==> config.mk <==
export PLATFORM = sky130hd
export DESIGN_NAME = pixel_stream_fifo
export DESIGN_NICKNAME = d
export VERILOG_FILES = /design/src/rtl/pixel_stream_fifo.sv
export SDC_FILE = /design/constraint.sdc
export NUM_CORES = 1
export LEC_CHECK = 0
export CORE_UTILIZATION = 40
export CTS_BUF_LIST = sky130_fd_sc_hd__clkbuf_4 sky130_fd_sc_hd__clkbuf_8
export CTS_CLUSTER_SIZE = 12
export DETAILED_ROUTE_END_ITERATION = 10
export HOLD_SLACK_MARGIN = 0.06
export PLACE_DENSITY = 0.6
export REMOVE_ABC_BUFFERS = 1
export SLEW_MARGIN = 5
export SYNTH_ARGS = -nofsm -noshare
export SYNTH_HDL_FRONTEND = slang
export SYNTH_SLANG_ARGS = --single-unit
==> constraint.sdc <==
create_clock -name cp -period 4.4 [get_ports cp]
set_input_delay 0.44 -clock cp [delete_from_list [all_inputs] [get_ports cp]]
set_output_delay 0.44 -clock cp [all_outputs]
set_load 0.05 [all_outputs]
==> src/rtl/pixel_stream_fifo.sv <==
// Pixel FIFO: valid/ready on both sides, first-word-fall-through, fill level, almost-full and flush.
// Define PIXEL_STREAM_FIFO_STATS_EN to enable the frame counter and high-water mark outputs.
module pixel_stream_fifo #(
    parameter int PIX_W = 24,
    parameter int DEPTH = 8,
    parameter int AF_TH = 6,
    localparam int AW   = $clog2(DEPTH)
) (
    input  logic             cp,
    input  logic             reset,
    input  logic             flush,
    input  logic             in_valid,
    input  logic [PIX_W-1:0] in_pixel,
    input  logic             in_sof,
    output logic             in_ready,
    output logic             out_valid,
    output logic [PIX_W-1:0] out_pixel,
    output logic             out_sof,
    input  logic             out_ready,
    output logic [AW:0]      level,
    output logic             almost_full,
    output logic [15:0]      frame_cnt,
    output logic [AW:0]      max_level
);

    // Handshake: a transfer happens on a rising edge where valid and ready are both high.
    // in_ready never looks at out_ready, so a full FIFO refuses a push even while popping.

    localparam logic [AW:0] AF_LVL = (AW+1)'(AF_TH);

    logic [PIX_W:0] mem [DEPTH];
    logic [AW:0]    wr_ptr;
    logic [AW:0]    rd_ptr;
    logic [AW:0]    wr_nxt;
    logic [AW:0]    rd_nxt;
    logic [AW:0]    level_q;
    logic           rst_state;
    logic           empty;
    logic           full;
    logic           push;
    logic           pop;
    logic [PIX_W:0] head;

    assign empty = (wr_ptr == rd_ptr);
    assign full  = (wr_ptr[AW-1:0] == rd_ptr[AW-1:0]) && (wr_ptr[AW] != rd_ptr[AW]);

    assign in_ready  = !full && !rst_state && !flush;
    assign out_valid = !empty;
    assign push      = in_valid && in_ready;
    assign pop       = out_valid && out_ready && !flush;

    assign head      = mem[rd_ptr[AW-1:0]];
    assign out_pixel = empty ? '0 : head[PIX_W-1:0];
    assign out_sof   = empty ? 1'b0 : head[PIX_W];

    // Flush collapses the read side onto the write side; push is already blocked by in_ready.
    assign wr_nxt = wr_ptr + {{AW{1'b0}}, push};
    assign rd_nxt = flush ? wr_ptr : rd_ptr + {{AW{1'b0}}, pop};

    always_ff @(posedge cp or posedge reset) begin
        if (reset) begin
            wr_ptr    <= '0;
            rd_ptr    <= '0;
            level_q   <= '0;
            rst_state <= 1'b1;
        end else begin
            wr_ptr    <= wr_nxt;
            rd_ptr    <= rd_nxt;
            level_q   <= wr_nxt - rd_nxt;
            rst_state <= 1'b0;
        end
    end

    always_ff @(posedge cp) begin
        if (push) begin
            mem[wr_ptr[AW-1:0]] <= {in_sof, in_pixel};
        end
    end

    assign level       = level_q;
    assign almost_full = (level_q >= AF_LVL);

`ifdef PIXEL_STREAM_FIFO_STATS_EN
    logic [15:0] frame_q;
    logic [AW:0] max_q;

    always_ff @(posedge cp or posedge reset) begin
        if (reset) begin
            frame_q <= '0;
            max_q   <= '0;
        end else begin
            if (pop && out_sof) begin
                frame_q <= frame_q + 16'd1;
            end
            if (level_q > max_q) begin
                max_q <= level_q;
            end
        end
    end

    assign frame_cnt = frame_q;
    assign max_level = max_q;
`else
    assign frame_cnt = '0;
    assign max_level = '0;
`endif

endmodule

* Yosys cells after proc, flatten, opt, wreduce, memory -nomap -nowiden *
Memory sizes are Yosys's and may differ from the RTL's.
Cells that the tools add are included.

operators by class
  add/sub/neg operators = 3
  reductions and logical operators = 10
  shift-type cells = 0
  bitwise gates (word level) = 0
  mux-type cells = 5
  magnitude comparators = 1
  eq/ne operators = 3
  multipliers = 0
  div/mod/pow operators = 0

operator list
  operator                                                            count
  2-to-1 mux 24 bit                                                   1
  adder 4 x 1 -> 4 bit                                                2
  logical AND 1 bit                                                   6
  == test 4 bit                                                       1
  greater-or-equal comparator 4 x 3 -> 1 bit (second input constant)  1
  logical NOT 1 bit                                                   4
  2-to-1 mux 4 bit                                                    1
  subtractor 4 bit                                                    1
  == test 3 bit                                                       1
  2-to-1 mux 1 bit                                                    3
  inequality test 1 bit                                               1

word-level totals
  bits in read-only memories = 0
  register bits after elaboration = 13
  bits in latches = 0
  bits of input ports = 30
  RAM bits = 200
  memories = 1

memories
  name  depth  width  rd ports  clocked after Yosys merged registers in  write ports  line  text
  mem   8      25     1         0                                        1            31    logic [PIX_W:0] mem [DEPTH];

* Logic depth before layout (Yosys ltp) *
Gate-level depths: netlist of the first run.

  depth in word-level cells = 8
  depth in mapped cells = 13
  mapped depth without buffers = 12

* Worst setup path after synthesis of the first run *
No wires, ideal clock.

  path type = input port to flip-flop
  from = input flush
  to = memory mem[4][0] in the netlist's numbering, enable pin
  cell stages on the path = 3
  arrival time = 3.445 ns
  required time = 3.930 ns
  slack = 0.485 ns
  library setup time = 0.470 ns
  cell sequence = buf_6 > or3b_4 > nor4_1

between the ends
  cells in the longest elaborated chain, start to end = 5

RTL lines
  what                                    line  text
  from (decl)                             11    input logic flush,
  logical NOT 1 bit                       47    assign in_ready = !full && !rst_state && !flush;
  logical AND 1 bit                       47
  logical AND 1 bit                       49    assign push = in_valid && in_ready;
  2-to-1 mux 1 bit                        75    if (push) begin
  2-to-1 mux 1 bit (not written as such)  76    mem[wr_ptr[AW-1:0]] <= {in_sof, in_pixel};
  to (decl)                               31

Every way passes these cells.

* Worst setup path in the final report of the first run *
  from = register rd_ptr[1]
  to = output out_pixel[4]

between the ends
  cells in the longest elaborated chain, start to end = 2
  elaborated cells between the ends (all ways) = 3
  classes of those cells = 1 x eq/ne; 1 x mux; 1 x memory

RTL lines
  what                                                              line  text
  from (decl)                                                       33    logic [AW:0] rd_ptr;
  from (signal assigned)                                            68    rd_ptr <= rd_nxt;
  memory read (8 x 25 bit) / == test 4 bit (equally long branches)  n/a
  2-to-1 mux 24 bit *                                               53    assign out_pixel = empty ? '0 : head[PIX_W-1:0];
  to (decl)                                                         17    output logic [PIX_W-1:0] out_pixel,

Every way passes the cells marked *; elsewhere a longest branch is shown, timed or not.

==> results of run 1 <==
==> routing by layer <==
layer	global-route usage, %	vias to the layer above	share of wire (%)
met3	3.73	26	4.9
met5	0	-	0
met1	21.4	2243	45
li1	-	2081	-
met4	5.10	0	1.6
met2	26.6	118	49
==> how the worst max path moves through the flow <==
stage	start	end
after global placement	flush	level[3]
after detailed placement	flush	level[3]
final	rd_ptr[1]	out_pixel[4]
after CTS	rd_ptr[1]	out_pixel[20]
after global routing	rd_ptr[1]	out_pixel[1]
after floorplan	rd_ptr[1]	mem[4][0]
==> cells in the mapped netlist (all sizes together) <==
library cell | n | area share (%)
a21o | 2 | 0.17
a21oi | 1 | 0.058
a22oi | 50 | 4.3
and2 | 1 | 0.072
and3 | 25 | 1.8
and3b | 1 | 0.10
buf | 43 | 3.3
clkbuf | 4 | 0.22
conb | 1 | 0.043
dfrtp | 12 | 3.5
dfstp | 1 | 0.30
edfxtp | 200 | 69
fa | 1 | 0.23
ha | 7 | 1.0
inv | 6 | 0.26
mux2 | 2 | 0.26
mux2i | 100 | 12
nand2 | 5 | 0.25
nand2b | 1 | 0.072
nand3 | 2 | 0.12
nand4 | 1 | 0.072
nor2 | 10 | 0.43
nor2b | 2 | 0.14
nor3 | 2 | 0.12
nor4 | 3 | 0.36
o21a | 1 | 0.087
o21ai | 1 | 0.058
or2 | 1 | 0.072
or3b | 2 | 0.23
xnor2 | 4 | 0.41
xor2 | 6 | 0.61
xor3 | 1 | 0.27
==> through the flow <==
step / setup TNS, ns / utilization [%]
after floorplan: -262.19 / -
after global placement: 0 / 45.3
after detailed placement: 0 / 45.3
after CTS: 0 / 48.3
after global routing: 0 / 48.3
final: 0 / 48.3
==> power by group through the flow <==
stage               registers [mW]  logic (mW)  clock network (mW)
CTS                           2.47        3.56                1.63
global placement              2.50        3.52                   0
finish                        2.47        3.51                1.58
floorplan                     2.71        2.27                   0
global route                  2.48        3.73                1.73
detailed placement            2.51        3.54                   0
==> kinds of logic after synthesis <==
group                    count (synthesis)
flip-flops                             213
XOR/XNOR                                11
AND/OR/NAND/NOR                         56
AO/OA/AOI/OAI                           55
buffers and inverters                   53
adder cells (fa/ha/maj)                  8
multiplexers                           102
other                                    1
==> worst max-delay path: stages (launching register included) <==
cell             delay, ns
dfrtp_4               0.44
buf_12                0.53
mux2i_1               0.16
a22oi_1               0.20
and3_1                0.25
clkdlybuf4s50_1       0.84
==> cell type report <==
| cell class | instances | area [um2] |
|---|---|---|
| inverter | 6 | 22.5 |
| fill | 1820 | 10900 |
| timing repair buffer | 75 | 753 |
| clock buffer | 46 | 577 |
| tap | 275 | 344 |
| sequential | 213 | 6340 |
| multi-input combinational | 253 | 2100 |
| clock inverter | 14 | 62.6 |
==> state kept, by name, indices dropped and copies added, names as in the netlist <==
register   flops
mem          200
level          4
rd_ptr         4
wr_ptr         4
rst_state      1
==> out/qor.txt, run 1 <==
Fin crit period: 3.50 ns
CTS buffer count: 36
RSZ-0062 raised after global routing: false
Setup violators final: 0
Area share of and/or/nand/nor cells after synthesis: 3.85%
Power share of the sequential group: 32.6%
IO Pins: 82
# DRC: 0
P_int: 4.46 mW
CTS Root Cell: clkbuf_8
Core area: 0.0211 mm2
Share of layout cells above drive strength 1: 13.5%
Max cap viols: 0
Multiplexer share of the synthesized area: 11.8%
Worst Slack Setup Final: 0.904 ns
Largest net degree at the start of global routing: 103
Starting DRT DRC Count: 254
Synth Area in Compound Gates: 4.72%
HP Class: in2async
Status: finished clean
Achievable Freq: 0.286 GHz
Clock transition at the registers of the reported paths: 0.06 ns
Die width: 149 um
Net Sw Frac: 41.0%
Req. time, crit path: 3.96 ns
CTS tree: built
Initial antenna violation count: 0
Gate Count Post-Synth: 499
Area growth syn-to-layout: 17.9%
Worst slew pin tran: 0.863 ns
Vias/cell: 5.07
Post-synthesis xor/xnor area fraction: 1.29%
Antenna Nets Post-Route: 0
Source of the worst register-to-register timing path: wr_ptr[0]
Synthesized area: 0.00865 mm2
Final Hold Fails: 0
Slew Limit Fails: 0
Place WS: 1.27 ns
Psw: 3.10 mW
Worst Reg-to-Reg Cells: 12
Final Instance Area: 0.0102 mm2
Clk Latency, worst-skew pair: 0.52 ns
Leak: 3.64 nW
Number of global-route vias before repair: 4803
Hold slack: 0.252 ns
Clk pwr share: 21.0%
Wirelength per Cell: 19.7 um
Pwr Density: 742 mW/mm2
CP Max Fanout: 102
Initial Util: 41.0%
CP Capture Type: output pin
First-pass GRT wire length: 26800 um
Sequential area share after synthesis: 73.2%
Die Y: 149 um
Syn Area/Cell: 17.3 um2
GR Overflow Total: 0
ANT cells: 0
GRT Resource Usage Total: 16.2%
Final WL: 17400 um
CTS max path bufs: 3
Commonest cells after routing, fill and taps aside: edfxtp_1 (200), mux2i_1 (100), clkdlybuf4s50_1 (61)
Area share of fa/ha/maj cells after synthesis: 1.24%
R2R Setup Slk: 1.41 ns
IO Port Bufs: 61
Site Rows: 53
Setup CP Type: reg2out
Post-CTS Setup Repair Bufs: 0
# placed instances: 822
Largest family of logic cells by synthesized area: multiplexers
Slew Limit Headroom: 42.0%
PnR Total Power: 7.56 mW
Hold_buf cts: 0
Fin nets: 623
Non-filler instance count after layout: 882
First-pass detailed-route iteration total: 5
Worst r2r dst: level[3]
Critical Path AT: 3.06 ns
Maximum VDD drop: 0.547 mV
Ratio of final minimum period to clock period: 79.4%
CTS resizes: 0
Commonest non-fill, non-tap cell in the layout: edfxtp_1
Yosys reg bits: 213
Clock Skew: 0.0217 ns
Synth warnings: 0
Die ar.: 0.0222 mm2
DR vias: 4468
CP Launch Type: flop
H-tree depth: 2
Post-synthesis cell type count: 39
Hpwl dp: 9630 um
Combinational Power Share: 46.4%
CTS sink count: 213
Placed cell areas: 0.00956 mm2
GP Congestion: 0.749
(Power assumes the default switching activity.)
==> run 2, diff against run 1 <==
PLACE_DENSITY = 0.62   (was 0.6)
clock period = 2.85 ns   (was 4.4 ns; I/O delays follow)
==> run 2 against run 1 <==
Compared with the run above:
- largest cell class unchanged
- non-clock buffer count increased by 19
- worst setup slack got worse by 0.78 ns
- sequential share of layout area decreased by 2.6 points
- die area unchanged
- count of clock-buffer cells in the layout unchanged
==> out/qor.txt, run 2 (same netlist as run 1, synthesis figures left out) <==
# DRC: 0 (unchanged)
Antenna Nets Post-Route: 0 (unchanged)
First-pass GRT wire length: 27300 um (+1.6%)
Worst stage delay on the critical path: 0.39 ns (-0.45 ns)
Clk Latency, worst-skew pair: 0.50 ns (-0.02 ns)
Crit-path cells: xor2_1 -> nor3_2 -> nand2_2 -> and3b_1 -> ha_1 -> ha_1 -> mux2_2 -> inv_1 -> ha_1 -> a21o_1 -> a21oi_2 -> xor3_1
Number of global-route vias before repair: 4867 (+1.3%)
Setup TNS: 0 ns (unchanged)
First-pass detailed-route iteration total: 5 (unchanged)
Source of the worst register-to-register timing path: wr_ptr[0]
CTS Root Cell: clkbuf_8
CTS buffer count: 35 (-2.8%)
Clock Skew: 0.0180 ns (-0.00364 ns)
Final Instance Area: 0.0106 mm2 (+4.4%)
IO Port Bufs: 61 (unchanged)
CP Capture Type: flop
Final WL: 17800 um (+2.5%)
Area growth syn-to-layout: 23.1%
Worst path slowest cell: dfrtp_1
Maximum VDD drop: 0.667 mV (+22%)
Leak: 3.91 nW (+7.3%)
Worst r2r dst: level[3]
R2R Setup Slk: 0.12 ns (-1.29 ns)
Die Y: 149 um (unchanged)
Setup CP Type: reg2reg
ANT cells: 0 (unchanged)
Layout filler cell count: 1705 (-6.3%)
Largest net degree at the start of global routing: 50 (-51%)
GP Congestion: 0.762 (+1.7%)
RSZ-0062 raised after global routing: true
Worst slew pin tran: 0.729 ns (-0.134 ns)
Core area: 0.0211 mm2 (unchanged)
Critical Path AT: 3.10 ns (+0.04 ns)
H-tree depth: 2 (unchanged)
Die width: 149 um (unchanged)
Starting DRT DRC Count: 307 (+21%)
Site Rows: 53 (unchanged)
Worst Reg-to-Reg Cells: 12 (unchanged)
IO Pins: 82 (unchanged)
CP Launch Type: flop
Pwr Density: 1230 mW/mm2 (+66%)
Status: finished clean
Achievable Freq: 0.366 GHz
HP Class: in2async
Commonest non-fill, non-tap cell in the layout: edfxtp_1
Fin nets: 641 (+2.9%)
Slew Limit Fails: 0 (unchanged)
Hold slack: 0.112 ns (-0.139 ns)
Die ar.: 0.0222 mm2 (unchanged)
Non-filler instance count after layout: 902 (+2.3%)
Slew Limit Headroom: 51.3% (+9.3 points)
Max reg flops: 200 (unchanged)
Final Hold Fails: 0 (unchanged)
Wirelength per Cell: 19.7 um (+0.26%)
Ratio of final minimum period to clock period: 95.8%
Vias/cell: 5.13 (+1.2%)
Fin crit period: 2.73 ns
Clock transition at the registers of the reported paths: 0.06 ns (about the same)
Max cap viols: 0 (unchanged)
Most frequent CP cell: ha_1
Placed cell areas: 0.00994 mm2 (+4.1%)
GRT Resource Usage Total: 16.5% (+0.30 points)
CTS sink count: 213 (unchanged)
Share of layout cells above drive strength 1: 21.1% (+7.5 points)
Setup violators final: 0 (unchanged)
Commonest cells after routing, fill and taps aside: edfxtp_1 (200), mux2i_1 (100), a22oi_1 (50)
CTS tree: built
DR vias: 4623 (+3.5%)
CP Max Fanout: 2 (-98%)
# placed instances: 841 (+2.3%)
Initial antenna violation count: 0 (unchanged)
Hpwl dp: 10500 um (+9.1%)
Req. time, crit path: 3.23 ns (-0.73 ns)
CTS max path bufs: 3 (unchanged)
GR Overflow Total: 0 (unchanged)
Initial Util: 41.0% (unchanged)
Post-CTS Setup Repair Bufs: 0 (unchanged)
run 2: cell types whose count changed in the layout (fill, tap and decap cells not counted), moves of 2 or more:
cell / delta
clkbuf_4: +2
buf_12: +25
buf_6: +2
clkdlybuf4s50_1: -27
buf_4: +18
clkbuf_8: -2
run 2: power breakdown:
group          switching (mW)  internal, mW  total (mW)
registers              0.0812          3.65        3.73
logic                    3.88          3.01        6.89
clock network            1.13          1.38        2.51
total                    5.09          8.04        13.1
run 2: how the worst max path moves through the flow:
| stage | from | depth (start not counted) | endpoint | slack [ns] |
|---|---|---|---|---|
| after floorplan | rd_ptr[1] | 4 | mem[4][0] | -3.86 |
| after global placement | rd_ptr[1] | 12 | level[3] | 0.04 |
| after detailed placement | rd_ptr[1] | 12 | level[3] | 0.02 |
| after CTS | rd_ptr[1] | 12 | level[3] | 0.008 |
| after global routing | wr_ptr[0] | 12 | level[3] | -0.04 |
| final | wr_ptr[0] | 12 | level[3] | 0.12 |
run 2: worst max-delay path, delay by kind of cell (launching register included):
kind,cells,cell delay (ns)
flip-flops,1,0.39
multiplexers,1,0.27
adder cells (fa/ha/maj),3,0.68
XOR/XNOR,2,0.41
AND/OR/NAND/NOR,3,0.44
AO/OA/AOI/OAI,2,0.32
buffers and inverters,1,0.07
run 2: area by class of cell:
class                   instances  area [um2]  share of cell area [%]
clock inverters                15        90.1                   0.847
flip-flops and latches        213        6340                    59.5
multi-input cells             253        2110                    19.9
inverters                       6        22.5                   0.212
clock buffers                  46         564                    5.30
well taps                     275         344                    3.23
repair buffers                 94        1170                    11.0
run 2: stage by stage:
step           setup slack, ns  util (%)  power (mW)
3_3_place_gp            0.0431      47.2        10.6
2_1_floorplan            -3.86         -        7.57
5_1_grt                -0.0393      50.5        13.7
6_report                 0.121      50.5        13.1
3_5_place_dp            0.0245      47.2        10.7
4_1_cts                0.00810      50.4        13.2
run 2: metal layers:
layer | vias to the layer above | track usage, % | part of all wire (%)
met1 | 2322 | 21.2 | 43
met5 | - | 0 | 0
met2 | 151 | 27.8 | 50
met4 | 0 | 5.46 | 1.4
met3 | 22 | 3.52 | 5.2
li1 | 2128 | - | -
run 2: timing repair:
item	4_1_cts	5_1_grt
gates resized for setup	6	4
setup endpoints to repair	20	17
hold buffers	0	0
pin swaps	0	1
==> run 3, diff against run 2 <==
SLEW_MARGIN = 20   (was 5)
==> results of run 3 <==
The final DEF is identical to that of run 2; final timing and power are the same.
